### src/rtl/timing_pkg.sv
//------------------------------------------------------------------------------
// Module : timing_pkg
// Brief  : Shared clock/strobe rates for the ADC timing chain.
// Rev    : 1.0  initial release
//------------------------------------------------------------------------------
`default_nettype none

package timing_pkg;
  localparam int CLK_FREQ_HZ   = 3_276_800;
  localparam int PULSE_FREQ_HZ = 50;
  localparam int DIVISOR       = CLK_FREQ_HZ / PULSE_FREQ_HZ;
  localparam int CNT_W         = $clog2(DIVISOR);
endpackage

`default_nettype wire

### src/rtl/sig_edge_sync.sv
//------------------------------------------------------------------------------
// Module : sig_edge_sync
// Brief  : Metastability synchroniser for SIG plus single-cycle rising-edge detect.
// Rev    : 1.0  initial release
//------------------------------------------------------------------------------
`default_nettype none

module sig_edge_sync #(
  parameter int SYNC_STAGES = 2
) (
  input  logic CLK,
  input  logic RST,
  input  logic SIG,
  output logic POSEDGE
);

  logic [SYNC_STAGES-1:0] r_sync;
  logic                   r_s_sync;
  logic                   r_s_prev;

  // s_sync is taken one register past the synchroniser chain, so the edge
  // shows up after the third CLK edge that samples SIG high.
  always_ff @(posedge CLK) begin
    if (RST) begin
      r_sync   <= '0;
      r_s_sync <= 1'b0;
      r_s_prev <= 1'b0;
    end else begin
      r_sync   <= {r_sync[SYNC_STAGES-2:0], SIG};
      r_s_sync <= r_sync[SYNC_STAGES-1];
      r_s_prev <= r_s_sync;
    end
  end

  assign POSEDGE = r_s_sync & ~r_s_prev;

endmodule

`default_nettype wire

### src/rtl/pps_aligned_pulse_gen.sv
//------------------------------------------------------------------------------
// Module : pps_aligned_pulse_gen
// Brief  : PULSE_FREQ_HZ strobe from CLK, phase-realigned on every SIG rising edge.
// Rev    : 1.0  initial release
//------------------------------------------------------------------------------
`default_nettype none

module pps_aligned_pulse_gen #(
  parameter int CLK_FREQ_HZ   = timing_pkg::CLK_FREQ_HZ,
  parameter int PULSE_FREQ_HZ = timing_pkg::PULSE_FREQ_HZ,
  parameter int SYNC_STAGES   = 2
) (
  input  logic CLK,
  input  logic RST,
  input  logic SIG,
  output logic POSEDGE,
  output logic SYNCED,
  output logic PULSE_50_HZ
);

  localparam int DIVISOR = CLK_FREQ_HZ / PULSE_FREQ_HZ;
  localparam int CNT_W   = (DIVISOR < 2) ? 1 : $clog2(DIVISOR);
  localparam logic [CNT_W-1:0] c_cnt_max = CNT_W'(DIVISOR - 1);

  if (((CLK_FREQ_HZ % PULSE_FREQ_HZ) != 0) || (DIVISOR < 2) || (SYNC_STAGES < 2))
  begin : g_param_check
    $error("pps_aligned_pulse_gen: DIVISOR must be an exact integer >= 2 and SYNC_STAGES >= 2");
  end

  logic             w_posedge;
  logic             r_synced;
  logic [CNT_W-1:0] r_cnt;

  sig_edge_sync #(
    .SYNC_STAGES (SYNC_STAGES)
  ) u_sig_edge_sync (
    .CLK     (CLK),
    .RST     (RST),
    .SIG     (SIG),
    .POSEDGE (w_posedge)
  );

  // Every SIG edge restarts the period, so the strobe follows one cycle later.
  always_ff @(posedge CLK) begin
    if (RST) begin
      r_synced <= 1'b0;
      r_cnt    <= '0;
    end else if (w_posedge) begin
      r_synced <= 1'b1;
      r_cnt    <= '0;
    end else if (r_synced) begin
      r_cnt    <= (r_cnt == c_cnt_max) ? '0 : r_cnt + 1'b1;
    end
  end

  assign POSEDGE     = w_posedge;
  assign SYNCED      = r_synced;
  assign PULSE_50_HZ = r_synced & (r_cnt == '0);

endmodule

`default_nettype wire

### config.mk
export PLATFORM = sky130hd
export DESIGN_NAME = pps_aligned_pulse_gen
export DESIGN_NICKNAME = d
export VERILOG_FILES = /design/src/rtl/timing_pkg.sv /design/src/rtl/sig_edge_sync.sv /design/src/rtl/pps_aligned_pulse_gen.sv
export SDC_FILE = /design/constraint.sdc
export NUM_CORES = 1
export LEC_CHECK = 0
export CORE_MARGIN = 1
export CORE_UTILIZATION = 50
export DETAILED_ROUTE_END_ITERATION = 10
export GPL_TIMING_DRIVEN = 0
export PLACE_DENSITY = 0.66
export SYNTH_ARGS = -nofsm -noshare
export SYNTH_HDL_FRONTEND = slang
export SYNTH_SLANG_ARGS = --single-unit
### constraint.sdc
create_clock -name CLK -period 3.45 [get_ports CLK]
set_input_delay 0.69 -clock CLK [delete_from_list [all_inputs] [get_ports CLK]]
set_output_delay 0.69 -clock CLK [all_outputs]
set_load 0.005 [all_outputs]
==> impl_metrics.tcl, run 1 <==
set metrics [dict create \
    path_clk_slew_ps 110 \
    yosys.area_share.simple_pct 33.7 \
    worstSetupEndpointType "output port" \
    cp-start-kind "flip-flop" \
    hold_viol 0 \
    dieArea_um2 2140 \
    vias 759 \
    cp-startpoint "r_cnt[0]$_SDFFE_PP0P_" \
    final_area_um2 1090 \
    r2r.worst_path.cells 5 \
    crit_fanout 6 \
    via_per_inst 5.50 \
    final_max_slew_viol_count 0 \
    yosys.area.top_type "dfxtp_1" \
    reg2reg_slack_ps 1890 \
    die_w_um 46.3 \
    grt_setup_unrepaired "false" \
    grt_util_all_layers_pct 20.4 \
    syn_inst 104 \
    finalCriticalPeriod_ps 2540 \
    p_clk_share_pct 30.2 \
    ys_ff_latch 21 \
    top_layer "met4" \
    post_cts_buffers 0 \
    io_pins 6 \
    p_per_area_nw_per_um2 353 \
    fp-row-count 15 \
    routed_wl_um 1770 \
    syn_area_per_cell_um2 9.42 \
    min-delay-start "u_sig_edge_sync.r_sync[0]$_SDFF_PP0_" \
    setup_viol 0 \
    crit_path_end "PULSE_50_HZ" \
    maxCapViolations 0 \
    grt_pass1_wl_um 3040 \
    wl_met2_um 813 \
    muxShareOfSynthArea_pct 2.04 \
    synth_compound_area_share_pct 3.70 \
    arrival_ps 1850 \
    antenna_found_initial 0 \
    finalPower_w 0.000384 \
    post-route-period-util_pct 73.6 \
    fp.dieH_um 46.3 \
    final_util_pct 61.0 \
    fin_worst_skew_ps 6.36 \
    clock.fmax_mhz 394 \
    peakVddDrop_v 0.000239 \
    grt_max_degree 12 \
    wl_per_cell_um 12.9 \
    yosysWarnings 0 \
    cts_buffer_depth 2 \
    placed_area_um2 1060 \
    reg2reg_to "r_cnt[14]$_SDFFE_PP0P_" \
    numCtsBuffers 3 \
    final_nets 119 \
    h-tree-depth 1 \
    status "complete, no violations" \
    mostFrequentLayoutCell "dfxtp_1" \
    insertedDiodeCount 0 \
    finalSetupTns_ps 0 \
    synth-adder-area-share_pct 2.55 \
    switching_share_pct 21.5 \
    gp_congestion 0.768 \
    p_sw_w 0.0000828 \
    power.leakage_nw 0.366 \
    grt_overflow 0 \
    tightestPinTransition_ps 348 \
    p_seq_share_pct 64.2 \
    synth.top_cell.area_share_pct 42.9 \
    drt.antenna.violating_nets 0 \
    dp_hpwl_um 1330 \
    cts_tree "yes" \
    syn-cell-area_um2 980 \
    final_layout_size_suffix_gt1_share_pct 10.6 \
    synthXorXnorAreaFrac_pct 11.6 \
    drt_iter0_markers 19 \
    hold_path_class "reg2reg" \
    met3_length_um 51 \
    synth.distinct_cells 25 \
    insertion_delay_ps 300 \
    maxSlewHeadroom_pct 76.6 \
    core_um2 1780 \
    drc 0 \
    combPwrFrac_pct 5.6 \
    crit_type "reg2out" \
    synthTopCellsByArea "dfxtp_1 43%, xnor2_1 8.0%, nor2_1 6.5%" \
    wl_met1_um 848 \
    numPortBuffers 5 \
    cts_hold_buf 0 \
    firstDrtPassIters 4 \
    grt_pass1_vias 671 \
    mostFrequentLayoutCells "21 x dfxtp_1, 17 x nor2_1, 9 x xnor2_1, 7 x nor4_1" \
    ys_seq_area_share_pct 42.9 \
    start_util_pct 54.9 \
    synth_top_family_by_area "simple AND/OR/NAND/NOR gates" \
    p_int_w 0.000301 \
    area_growth_syn_to_layout_pct 11.0 \
    r2r-start "r_cnt[0]$_SDFFE_PP0P_" \
    root_buffer "clkbuf_4" \
    cts.repair.resized 0 \
    synth_nets 109 \
    crit_required_ps 2760 \
    cts_sinks 21 \
]
logic make-up after synthesis:
family / after synthesis
AOI/OAI and AO/OA: 3
xor gates and xnor gates: 13
buffers and inverters: 5
muxes: 2
adders and majority gates: 2
and+or+nand+nor: 58
DFF: 21
Yosys cell counts, drive strengths merged:
library cell,instances
dfxtp,21
nor2,20
nor3,2
nand4,5
buf,2
xnor2,9
and2,1
nor4,7
mux2i,2
a32o,1
o21ai,1
or3,1
and4,3
ha,2
nor2b,5
nor4b,2
inv,3
xor2,4
nand3,5
nand2,5
nor3b,1
or2,1
a41o,1
stage by stage:
stage / hold WS [ps] / cells / setup WS (ps)
floorplan: 414 / 104 / 1850
global placement: 416 / 134 / 1240
detailed placement: 429 / 134 / 1250
CTS: 456 / 138 / 896
global route: 476 / 138 / 725
finish: 452 / 138 / 912
power groups by stage:
| stage | registers (W) | logic, W | clock network [W] |
|---|---|---|---|
| 2_1_floorplan | 0.000252 | 0.0000135 | 0 |
| 3_3_place_gp | 0.000252 | 0.0000212 | 0 |
| 3_5_place_dp | 0.000252 | 0.0000216 | 0 |
| 4_1_cts | 0.000247 | 0.0000217 | 0.000122 |
| 5_1_grt | 0.000247 | 0.0000238 | 0.000131 |
| 6_report | 0.000247 | 0.0000214 | 0.000116 |
worst max-delay path, stage by stage (launching register included):
cell             delay, ps
dfxtp_1                390
inv_1                   80
ha_1                   150
nor4b_1                210
and4_1                 230
clkdlybuf4s50_1        500
layout make-up:
| class | count | area (µm²) |
|---|---|---|
| plain buffers | 2 | 22.5 |
| repair buffers | 5 | 50.0 |
| fillers | 166 | 696 |
| flip-flops and latches | 21 | 420 |
| multi-input cells | 78 | 526 |
| well taps | 25 | 31.3 |
| inverters | 3 | 11.3 |
| clock buffers | 4 | 26.3 |
metal layers:
layer | vias to the layer above | GRT usage (%)
li1 | 385 | -
met1 | 354 | 27.5
met2 | 13 | 29.6
met3 | 7 | 3.53
met4 | 0 | 12.9
met5 | - | 0
registers in the layout, summed over array words and instances, names as in the netlist:
name / cells
u_sig_edge_sync.r_s_prev: 1
u_sig_edge_sync.r_sync: 2
u_sig_edge_sync.r_s_sync: 1
r_cnt: 16
SYNCED: 1
worst min path at each step:
| stage | end | slack (ps) | cells past startpoint |
|---|---|---|---|
| floorplan | u_sig_edge_sync.r_s_sync$_SDFF_PP0_ | 410 | 1 |
| global placement | u_sig_edge_sync.r_sync[1]$_SDFF_PP0_ | 420 | 1 |
| detailed placement | u_sig_edge_sync.r_sync[1]$_SDFF_PP0_ | 430 | 1 |
| CTS | u_sig_edge_sync.r_sync[1]$_SDFF_PP0_ | 460 | 1 |
| global route | u_sig_edge_sync.r_sync[1]$_SDFF_PP0_ | 480 | 1 |
| finish | u_sig_edge_sync.r_sync[1]$_SDFF_PP0_ | 450 | 1 |
Note: power is estimated with default switching activity, not from simulation.
==> inputs of run 2 (changes only) <==
--- a/config.mk
+++ b/config.mk
@@ -9,7 +9,7 @@
 export CORE_UTILIZATION = 50
 export DETAILED_ROUTE_END_ITERATION = 10
 export GPL_TIMING_DRIVEN = 0
-export PLACE_DENSITY = 0.66
+export PLACE_DENSITY = 0.69
 export SYNTH_ARGS = -nofsm -noshare
 export SYNTH_HDL_FRONTEND = slang
 export SYNTH_SLANG_ARGS = --single-unit
==> constraint.sdc (replaced) <==
create_clock -name CLK -period 2.1 [get_ports CLK]
set_input_delay 0.42 -clock CLK [delete_from_list [all_inputs] [get_ports CLK]]
set_output_delay 0.42 -clock CLK [all_outputs]
set_load 0.005 [all_outputs]
==> run 2 against run 1 <==
Hold slack got worse by 2.7 ps. Routed wire length is 2.4% lower. Clock power grew 66%. Combinational power increased by 79%. Count of clock-buffer cells in the layout decreased by 1. Critical path depth shrank 3. Global-route usage decreased by 2.0 points. Core utilization grew 2.1 points. Critical endpoint is now POSEDGE. Clock skew is 5.1 ps lower. Highest routed layer unchanged. Sequential share of layout area fell by 0.40 points. Die area stayed put. Critical path type unchanged. Register-to-register slack worse by 1300 ps.
==> impl_metrics.tcl, run 2 (synthesis gave the netlist of run 1 again) <==
set metrics [dict create \
    setup_viol 0 \
    grt_overflow 0 \
    cts_tree "yes" \
    numCtsBuffers 3 \
    core_um2 1780 \
    fp.dieH_um 46.3 \
    final_max_slew_viol_count 0 \
    min-delay-start "u_sig_edge_sync.r_sync[1]$_SDFF_PP0_" \
    largest_reg_flops 16 \
    final_layout_size_suffix_gt1_share_pct 18.3 \
    via_per_inst 5.23 \
    crit_fanout 5 \
    top_regs "r_cnt (16), u_sig_edge_sync.r_sync (2)" \
    root_buffer "clkbuf_4" \
    path_clk_slew_ps 110 \
    finalSetupTns_ps 0 \
    cp-startpoint "u_sig_edge_sync.r_s_sync$_SDFF_PP0_" \
    final_nets 121 \
    crit_type "reg2out" \
    grt_setup_unrepaired "false" \
    pre_cts_ws_ps 185 \
    dieArea_um2 2140 \
    grt_util_all_layers_pct 18.4 \
    h-tree-depth 1 \
    power.leakage_nw 0.392 \
    largest-register "r_cnt" \
    status "complete, no violations" \
    critPathSlowestCell "clkdlybuf4s50_1" \
    start_util_pct 54.9 \
    maxCapViolations 0 \
    hold_path_class "reg2reg" \
    p_per_area_nw_per_um2 562 \
    fp-row-count 15 \
    crit_chain "nor2b_1 > clkdlybuf4s50_1" \
    gp_congestion 0.816 \
    grt_pass1_wl_um 2770 \
    setup_ws_ps 176 \
    area_growth_syn_to_layout_pct 14.8 \
    cp-start-kind "flip-flop" \
    clock.fmax_mhz 520 \
    grt_max_degree 13 \
    hold_viol 0 \
    cts_sinks 21 \
    grt_pass1_vias 632 \
    post-route-period-util_pct 91.6 \
    hold_slack_ps 449 \
    mostFrequentLayoutCells "17 x nor2_1, 17 x dfxtp_1, 9 x xnor2_1, 7 x nor4_1" \
    numPortBuffers 5 \
    vias 732 \
    io_pins 6 \
    max_stage_delay_ps 570 \
    dp_hpwl_um 1220 \
    insertedDiodeCount 0 \
    arrival_ps 1500 \
    cts_buffer_depth 2 \
    r2r-start "r_cnt[0]$_SDFFE_PP0P_" \
    tightestPinTransition_ps 339 \
    peakVddDrop_v 0.000381 \
    drc 0 \
    worstSetupEndpointType "output port" \
    die_w_um 46.3 \
    fin_worst_skew_ps 1.27 \
    routed_wl_um 1730 \
    crit_required_ps 1680 \
    firstDrtPassIters 4 \
    drt_iter0_markers 13 \
    path_delay_family "buffers and inverters" \
    insertion_delay_ps 300 \
    crit_buf_inv 1 \
    antenna_found_initial 0 \
    wl_per_cell_um 12.4 \
    drt.antenna.violating_nets 0 \
    maxSlewHeadroom_pct 77.2 \
    finalCriticalPeriod_ps 1920 \
]
[run 2: area by class of cell]
cell class / instances / area, µm²
Fill cell: 160 / 658
Clock buffer: 3 / 22.5
Tap cell: 25 / 31.3
Clock inverter: 1 / 5.00
Timing Repair Buffer: 7 / 63.8
Multi-Input combinational cell: 78 / 538
Inverter: 3 / 11.3
Sequential cell: 21 / 430
Buffer: 2 / 22.5
[run 2: final timing paths]
kind / endpoint / cells after the start / slack [ps]
max: POSEDGE / 2 / 180
min: u_sig_edge_sync.r_s_sync$_SDFF_PP0_ / 1 / 450
max reg2reg: r_cnt[14]$_SDFFE_PP0P_ / 6 / 590
min reg2reg: u_sig_edge_sync.r_s_sync$_SDFF_PP0_ / 1 / 450
[run 2: timing repair]
action	4_1_cts	5_1_grt
endpoints found under the setup margin	1	0
gates resized for setup	9	0
hold buffers	0	0
setup buffers	2	0
endpoints found under the hold margin	0	0
[run 2: metal layers]
| layer | global-route usage (%) | part of all wire (%) |
|---|---|---|
| met4 | 10.6 | 1.4 |
| met2 | 28.5 | 46 |
| met3 | 2.35 | 1.2 |
| met1 | 24.3 | 51 |
| met5 | 0 | 0 |
[run 2: per-stage QoR]
stage / total power, W / cell area [µm²] / std cells / util, %
global placement: 0.000449 / 1060 / 134 / 59.5
global route: 0.000658 / 1120 / 140 / 63.1
CTS: 0.000642 / 1120 / 140 / 63.1
detailed placement: 0.000450 / 1060 / 134 / 59.5
finish: 0.000632 / 1120 / 140 / 63.1
floorplan: 0.000436 / 980 / 104 / -
[run 2: power breakdown]
part | internal, W | total, W | switching, W
Combinational | 0.0000201 | 0.0000382 | 0.0000181
Clock | 0.0000711 | 0.000192 | 0.000121
Sequential | 0.000401 | 0.000402 | 0.00000138
Total | 0.000492 | 0.000632 | 0.000140
[run 2: worst register-to-register path, cell delays in order (launching register included)]
cell and delay [ps]:
dfxtp_4 360, buf_4 130, ha_1 240, nand4_1 200, nor4_1 280, xnor2_1 180, nor2_2 40
==> inputs of run 3 (changes only) <==
--- a/config.mk
+++ b/config.mk
@@ -5,8 +5,10 @@
 export SDC_FILE = /design/constraint.sdc
 export NUM_CORES = 1
 export LEC_CHECK = 0
+export CAP_MARGIN = 20
 export CORE_MARGIN = 1
 export CORE_UTILIZATION = 50
+export CTS_CLUSTER_DIAMETER = 100
 export DETAILED_ROUTE_END_ITERATION = 10
 export GPL_TIMING_DRIVEN = 0
 export PLACE_DENSITY = 0.69
==> results of run 3 <==
Same layout as run 2: the final DEF is identical, and so are final timing and power.
